[src/rtl/riscv_lsu.sv]
// riscv_lsu: multi-cycle load/store unit with sizing, extension, byte enables, ack handshake and timeout.
// Optional LSU_MISALIGN_TRAP_EN: misaligned requests return misalign_err instead of being force-aligned.
module riscv_lsu #(
  parameter int DATA_WIDTH = 32,
  parameter int ADDR_WIDTH = 9,
  parameter int MAX_WAIT   = 15
) (
  input  logic                    clk,
  input  logic                    rst,
  input  logic                    req_valid,
  output logic                    req_ready,
  input  logic                    req_write,
  input  logic [2:0]              req_funct3,
  input  logic [ADDR_WIDTH-1:0]   req_addr,
  input  logic [DATA_WIDTH-1:0]   req_wdata,
  output logic                    stall,
  output logic                    rsp_valid,
  output logic [DATA_WIDTH-1:0]   rsp_rdata,
  output logic                    bus_err,
  output logic                    misalign_err,
  output logic                    mem_read_en,
  output logic                    mem_write_en,
  output logic [ADDR_WIDTH-1:0]   mem_addr,
  output logic [DATA_WIDTH/8-1:0] mem_byte_en,
  output logic [DATA_WIDTH-1:0]   mem_wdata,
  input  logic [DATA_WIDTH-1:0]   mem_rdata,
  input  logic                    mem_ack
);
  localparam int NB = DATA_WIDTH / 8;
  localparam int OW = $clog2(NB);
  localparam int CW = $clog2(MAX_WAIT + 1);
  localparam logic [1:0] MAX_SZ = 2'(OW);
  typedef enum logic [1:0] {IDLE, ACCESS, RESP} state_t;
  state_t state, state_n;
  logic [CW-1:0] cnt;
  logic a_write, a_uns, err_q, mis_q, accept, mis, done, acc, sgn;
  logic [1:0] a_sz, r_sz;
  logic [OW:0] nb;
  logic [OW-1:0] off;
  logic [ADDR_WIDTH-1:0] a_addr, r_mask;
  logic [DATA_WIDTH-1:0] a_wdata, rdata_q, sh, ext;
  logic [NB-1:0] be;
  always_comb begin
    accept = state == IDLE && req_valid;
    r_sz = (req_funct3[1:0] > MAX_SZ) ? MAX_SZ : req_funct3[1:0];
    r_mask = (ADDR_WIDTH'(1) << r_sz) - ADDR_WIDTH'(1);
`ifdef LSU_MISALIGN_TRAP_EN
    mis = |(req_addr & r_mask);
`else
    mis = 1'b0;
`endif
    done = state == ACCESS && (mem_ack || cnt == CW'(MAX_WAIT));
    state_n = state == IDLE ? (req_valid ? (mis ? RESP : ACCESS) : IDLE) :
              state == ACCESS ? (done ? RESP : ACCESS) : IDLE;
  end
  always_comb begin
    nb = (OW+1)'(1) << a_sz;
    off = a_addr[OW-1:0];
    sh = mem_rdata >> {off, 3'b000};
    sgn = !a_uns && (a_sz == 2'd0 ? sh[7] : a_sz == 2'd1 ? sh[15] : a_sz == 2'd2 ? sh[31] : sh[DATA_WIDTH-1]);
    ext = '0;
    for (int i = 0; i < DATA_WIDTH; i++) ext[i] = (i < 8 * int'(nb)) ? sh[i] : sgn;
    be = '0;
    for (int i = 0; i < NB; i++) be[i] = (i >= int'(off)) && (i < int'(off) + int'(nb));
  end
  always_comb begin
    acc = state == ACCESS;
    req_ready = state == IDLE;
    stall = accept || acc;
    mem_read_en = acc && !a_write;
    mem_write_en = acc && a_write;
    mem_addr = acc ? {a_addr[ADDR_WIDTH-1:OW], OW'(0)} : '0;
    mem_byte_en = acc ? be : '0;
    mem_wdata = acc ? a_wdata << {off, 3'b000} : '0;
    rsp_valid = state == RESP;
    rsp_rdata = rsp_valid ? rdata_q : '0;
    bus_err = rsp_valid && err_q;
    misalign_err = rsp_valid && mis_q;
  end
  always_ff @(posedge clk) begin
    if (!rst) begin
      state <= IDLE;
      cnt <= '0;
      a_write <= 1'b0;
      a_uns <= 1'b0;
      a_sz <= '0;
      a_addr <= '0;
      a_wdata <= '0;
      rdata_q <= '0;
      err_q <= 1'b0;
      mis_q <= 1'b0;
    end else begin
      state <= state_n;
      if (accept) begin
        a_write <= req_write;
        a_uns <= req_funct3[2];
        a_sz <= r_sz;
        a_addr <= req_addr & ~r_mask;
        a_wdata <= req_wdata;
        cnt <= '0;
        rdata_q <= '0;
        err_q <= 1'b0;
        mis_q <= mis;
      end
      // ack has priority over the timeout in the final wait cycle
      if (acc) begin
        if (mem_ack) rdata_q <= a_write ? '0 : ext;
        else begin
          cnt <= cnt + CW'(1);
          err_q <= done;
        end
      end
    end
  end
endmodule

[config.mk]
export PLATFORM = sky130hd
export DESIGN_NAME = riscv_lsu
export DESIGN_NICKNAME = d
export VERILOG_FILES = /design/src/rtl/riscv_lsu.sv
export SDC_FILE = /design/constraint.sdc
export NUM_CORES = 1
export LEC_CHECK = 0
export BUFFER_PORTS_ARGS = -buffer_cell sky130_fd_sc_hd__buf_2
export CELL_PAD_IN_SITES_DETAIL_PLACEMENT = 1
export CELL_PAD_IN_SITES_GLOBAL_PLACEMENT = 1
export CORE_MARGIN = 10
export CORE_UTILIZATION = 36
export CTS_CLUSTER_DIAMETER = 150
export DETAILED_ROUTE_END_ITERATION = 8
export PLACE_DENSITY = 0.81
export SYNTH_ARGS = -nofsm -noshare
export SYNTH_HDL_FRONTEND = slang
export SYNTH_SLANG_ARGS = --single-unit
export TNS_END_PERCENT = 100
[constraint.sdc]
create_clock -name clk -period 2.55 [get_ports clk]
set_input_delay 0.3825 -clock clk [delete_from_list [all_inputs] [get_ports clk]]
set_output_delay 0.3825 -clock clk [all_outputs]
set_load 0.005 [all_outputs]
# Word level (Yosys, flattened, before mapping)
# Cells that the tools add are included.
# totals
reg_bits	84
input_bits	81
output_inout_bits	84
wordCells	130
# classes
n_addsub	3
order_cmp	40
eq_ne	4
shift	4
mux	53
n_bitwise	2
reduce_logical	15
# ops
operator	count
32-bit 2-to-1 mux	6
5-bit by 6-bit less-than comparator with 1-bit output, first input constant	16
4-bit by 6-bit less-than comparator with 1-bit output, first input constant	8
1-bit 2-to-1 mux	38
1-bit by 32-bit less-than comparator with 1-bit output, first input constant	1
2-bit by 32-bit less-than comparator with 1-bit output, first input constant	1
3-bit by 32-bit less-than comparator with 1-bit output, first input constant	1
32-bit by 5-bit left shift with 32-bit output	1
32-bit by 5-bit >> shifter with 32-bit output	1
3-bit by 6-bit less-than comparator with 1-bit output, first input constant	4
4-bit 2-to-1 mux	4
1-bit by 6-bit less-than comparator with 1-bit output, first input constant	2
2-bit by 6-bit less-than comparator with 1-bit output, first input constant	2
9-bit bitwise AND	1
1-bit logical AND	9
9-bit 2-to-1 mux	1
9-bit NOT	1
1-bit by 2-bit left shift with 9-bit output, first input constant	1
9-bit by 2-bit subtractor with 9-bit output, second input constant	1
2-bit 2-to-1 mux	4
2-bit by 3-bit adder with 4-bit output	1
4-bit by 1-bit adder with 4-bit output, second input constant	1
2-bit by 1-bit equality test with 1-bit output, second input constant	2
4-bit equality test, second input constant	1
other kinds (9)	13

# Longest topological paths before layout
# depth
ltp_word	8
mapped_depth	8
ltp_nobuf	8

# Least setup slack after synthesis
# No wires, ideal clock.
# synth_timing
kind	register -> output
from	register a_sz[0]
to	output port mem_byte_en[0]
arrival_time_ns	1.927
t_required_ns	2.168
setup_slack_ns	0.241
stages_incl_launch_ff	9
path_buffers	0
path_cell_list	dfxtp_1 inv_1 ha_1 ha_1 fa_1 or2_2 o21ai_0 nor2b_1 a21boi_0
# synth_between
elab_chain_len	5
# synth_lines
item	line_no	source
start, declared	37	logic [1:0] a_sz, r_sz;
start signal, assigned	97	a_sz <= r_sz;
1-bit by 2-bit left shift with 3-bit output	57	nb = (OW+1)'(1) << a_sz;
2-bit by 3-bit adder with 4-bit output	64	for (int i = 0; i < NB; i++) be[i] = (i >= int'(off)) && (i < int'(off) + int'(nb));
1-bit by 32-bit less-than comparator with 1-bit output	64	
1-bit logical AND	64	
4-bit 2-to-1 mux	73	mem_byte_en = acc ? be : '0;
end, declared	24	output logic [DATA_WIDTH/8-1:0] mem_byte_en,
# No other way between the ends.

# Worst setup path in the final report
# layout_timing
from	register a_sz[1]
to	output port mem_byte_en[0]
# Same word-level chain as after synthesis.

==> results.md <==
* Vias in the first global route at 5104
* Complex-gate fraction of the synthesized area at roughly a fifth
* Top Metal Used: met5
* Net Switching at 0.917 mW
* CTS buffer count at 9
* Synth top area cells: dfxtp_1 (35%), nand2_1 (11%), a21boi_0 (7.4%), and2_1 (6.5%), mux2i_1 (5.7%)
* Setup TNS at 0 ns
* Sequential share of power at 42.7%
* Slew margin rel. at 56.5%
* Cell Int Power at around 2.4 mW
* Count of final setup violators at 0
* Max Clk Rate at 0.406 GHz
* Combinational share of power at 15.7%
* Yosys top cell by area: dfxtp_1
* Seq/Total Area, Yosys at 35.4%
* RSZ-0062 raised after global routing: no
* CP most frequent cell: ha_4
* Tightest hold margin at 0.284 ns
* Worst-path cell chain: inv_2 > ha_4 > ha_4 > fa_2 > or2_4 > o21ai_4 > nor2b_4 > a21boi_1 > buf_2
* Met1 Wirelength at ~7000 um
* Synth unique cells at 47
* Synthesized netlist cell count at 564
* # clock sinks at between 80 and 90
* Via/cell ratio at 5.19
* Sw Ratio at approximately 28%
* Final hold viol count at 0
* CTS tree: built
* Yosys warning count at 0
* Static Leakage at approximately 2.8 nW
* Total Wirelength at 17000 um
* Kind of critical path: reg -> out
* DRC at 0
* Largest family of logic cells by synthesized area: simple AND/OR/NAND/NOR gates
* Initial antenna violation count at 2
* Number of flops mapped to enable cells by yosys at 0
* Flops & latches, synth at 84
* Core area at roughly 0.013 mm2
* Gp weighted congestion at 0.842
* Share of cells above drive strength 1 at 33.1%
* Slew Viols, Final at 0
* CP Max Fanout at 3
* Worst setup EP type: output pin
* Final Skew at between 0.006 and 0.007 ns
* Clock period minus final worst setup slack at 2.46 ns
* Actual slew at the worst max-slew pin at 0.650 ns
* Ys async rst share at 0%
* CTS H-tree lvls at 3
* Total grt overflow at 0
* Req. time, crit path at 2.17 ns
* Final worst path period share at 96.6%
* Crit path from: a_sz[1]
* DR WL met3 at 1390 um
* CP max stage delay at 0.34 ns
* Worst skew pair latency at 0.35 ns
* DIE AREA at 0.0182 mm2
* Die height at between 100 and 150 um
* Status: finished, final reports clean
* Synth-to-layout area growth at 28.9%
* Top-count cell post-synth: nand2_1
* Die Wd at 135 um
* Maximum vdd drop at 0.372 mV
* WL/cell at 19.1 um
* Root Driver: clkbuf_16
* Worst Path Arrival at roughly 2.1 ns
* Met2 Wirelength at 8060 um
* Critical Path Start Type: register
* Pre-Repair DR Iteration Count at 4
* CTS Buffer Depth at 2
* MaxCap Viol Count at 0
* Simple-gate share of the synthesized area at 25.6%
* Initial core utilization at a little under two fifths
* Number of port buffers at 161
* Largest net degree at the start of global routing at 71
* Commonest cells post-synth: nand2_1 (134), dfxtp_1 (84), and2_1 (49)
* Hold/Removal Path Class: in -> reg
* Cell row count at 41
* Global-route wire length before repair at 27100 um
* Post-synthesis cell area at 0.00475 mm2
* DR iter-0 viols at 175
* Top cell type's share of synthesized area at 35.4%
* Clock share of power at 41.6%
* GRT Overall Usage at 18.5%
* Total number of vias at 4616
* Hold_buf cts at 0
* Synth Area in Adders at 2.27%
* Synth Flop Type: dfxtp_1
* Clock transition at path regs at 0.06 ns
* DP HPWL at roughly 13000 um
* XOR/XNOR Fraction of Synth Area at 0.184%
* Nets at 800
* Pwr/cell area at 545 mW/mm2
* Detail Route Antenna Nets at 0
* Syn_area_per_cell at 8.42 um2
* Post-synthesis mux area share at between 10% and 20%
* FF-to-FF Start: a_addr[1]
* Hold path start: req_addr[5]
* Slowest-stage cell, CP: dfxtp_2
* Ports at 165
==> metrics by stage <==
step | setup slack (ns) | total power [mW] | instances | cell area (um2) | utilization (%)
after global placement | 0.139 | 1.93 | 866 | 5700 | 44.6
after detailed placement | 0.0277 | 1.95 | 866 | 5700 | 44.6
after floorplan | 0.241 | 1.74 | 566 | 4760 | -
after CTS | 0.0199 | 3.36 | 886 | 6080 | 47.6
after global routing | 0.00961 | 3.49 | 888 | 6120 | 47.9
final | 0.0878 | 3.33 | 889 | 6120 | 47.9
==> path summary, 6_finish.rpt <==
kind	end	slack (ns)	depth (start not counted)
hold reg to reg	a_addr[8]	0.46	2
hold / removal	a_addr[5]	0.28	3
setup / recovery	mem_byte_en[0]	0.09	9
setup reg to reg	rdata_q[2]	0.46	5
==> cell type report <==
class	count	area, um2
Sequential cell	84	1690
Timing Repair Buffer	181	968
Inverter	6	22.5
Multi-Input combinational cell	429	2910
Tap cell	172	215
Antenna cell	1	2.50
Fill cell	1599	6660
Clock inverter	5	57.6
Clock buffer	11	253
==> routing by layer <==
| metal | track usage [%] | up-vias |
|---|---|---|
| met5 | 0 | - |
| met4 | 7.38 | 2 |
| met3 | 6.23 | 25 |
| met2 | 30.8 | 154 |
| met1 | 21.3 | 2204 |
| li1 | - | 2231 |
==> sequential cells by signal, summed over array words and instances, names as in the netlist <==
name	count
a_wdata	32
rdata_q	32
a_addr	9
cnt	4
a_sz	2
state	2
a_uns	1
a_write	1
err_q	1
==> critical path, delay by kind of cell (launching register included) <==
family | cells | cell delay (ns)
AND/OR/NAND/NOR | 2 | 0.43
buffers and inverters | 2 | 0.17
adder cells (fa/ha/maj) | 3 | 0.65
AO/OA/AOI/OAI | 2 | 0.14
flip-flops | 1 | 0.34
==> cells by family after synthesis <==
logic type,count (synthesis)
other,1
adders and majority gates,8
buffers and inverters,53
muxes,44
DFF,84
and+or+nand+nor,250
AOI/OAI and AO/OA,123
xor gates and xnor gates,1
==> layout by cell type, fill, tap and decap left out, types with 3 or more instances in the layout <==
cell type | netlist | final
a211oi_1 | 16 | 16
nand2_1 | 134 | 133
a21boi_0 | 47 | 46
nor2_1 | 25 | 25
mux2_2 | 10 | 10
inv_1 | 6 | 4
nor2b_1 | 18 | 17
o2bb2ai_1 | 7 | 7
a22oi_1 | 32 | 32
dfxtp_1 | 84 | 80
mux2i_1 | 27 | 27
dfxtp_2 | 0 | 3
conb_1 | 1 | 3
and2_1 | 49 | 49
buf_4 | 5 | 19
o22a_1 | 8 | 8
ha_1 | 7 | 4
mux4_2 | 7 | 7
nand3b_1 | 3 | 3
nor3_2 | 3 | 3
clkbuf_16 | 0 | 9
buf_2 | 10 | 161
==> power groups by stage <==
stage / registers, mW / clock network, mW / logic (mW)
finish: 1.42 / 1.39 / 0.523
global placement: 1.45 / 0 / 0.485
CTS: 1.42 / 1.42 / 0.520
floorplan: 1.43 / 0 / 0.303
detailed placement: 1.45 / 0 / 0.501
global route: 1.43 / 1.47 / 0.582
==> what timing repair did <==
item / CTS / global route
resized for setup: 14 / 6
cloned: 0 / 0
setup buffers: 4 / 2
endpoints found under the hold margin: 0 / 0
endpoints found under the setup margin: 4 / 8
pin swaps: 2 / 4
Power figures use the tool's default switching activity.
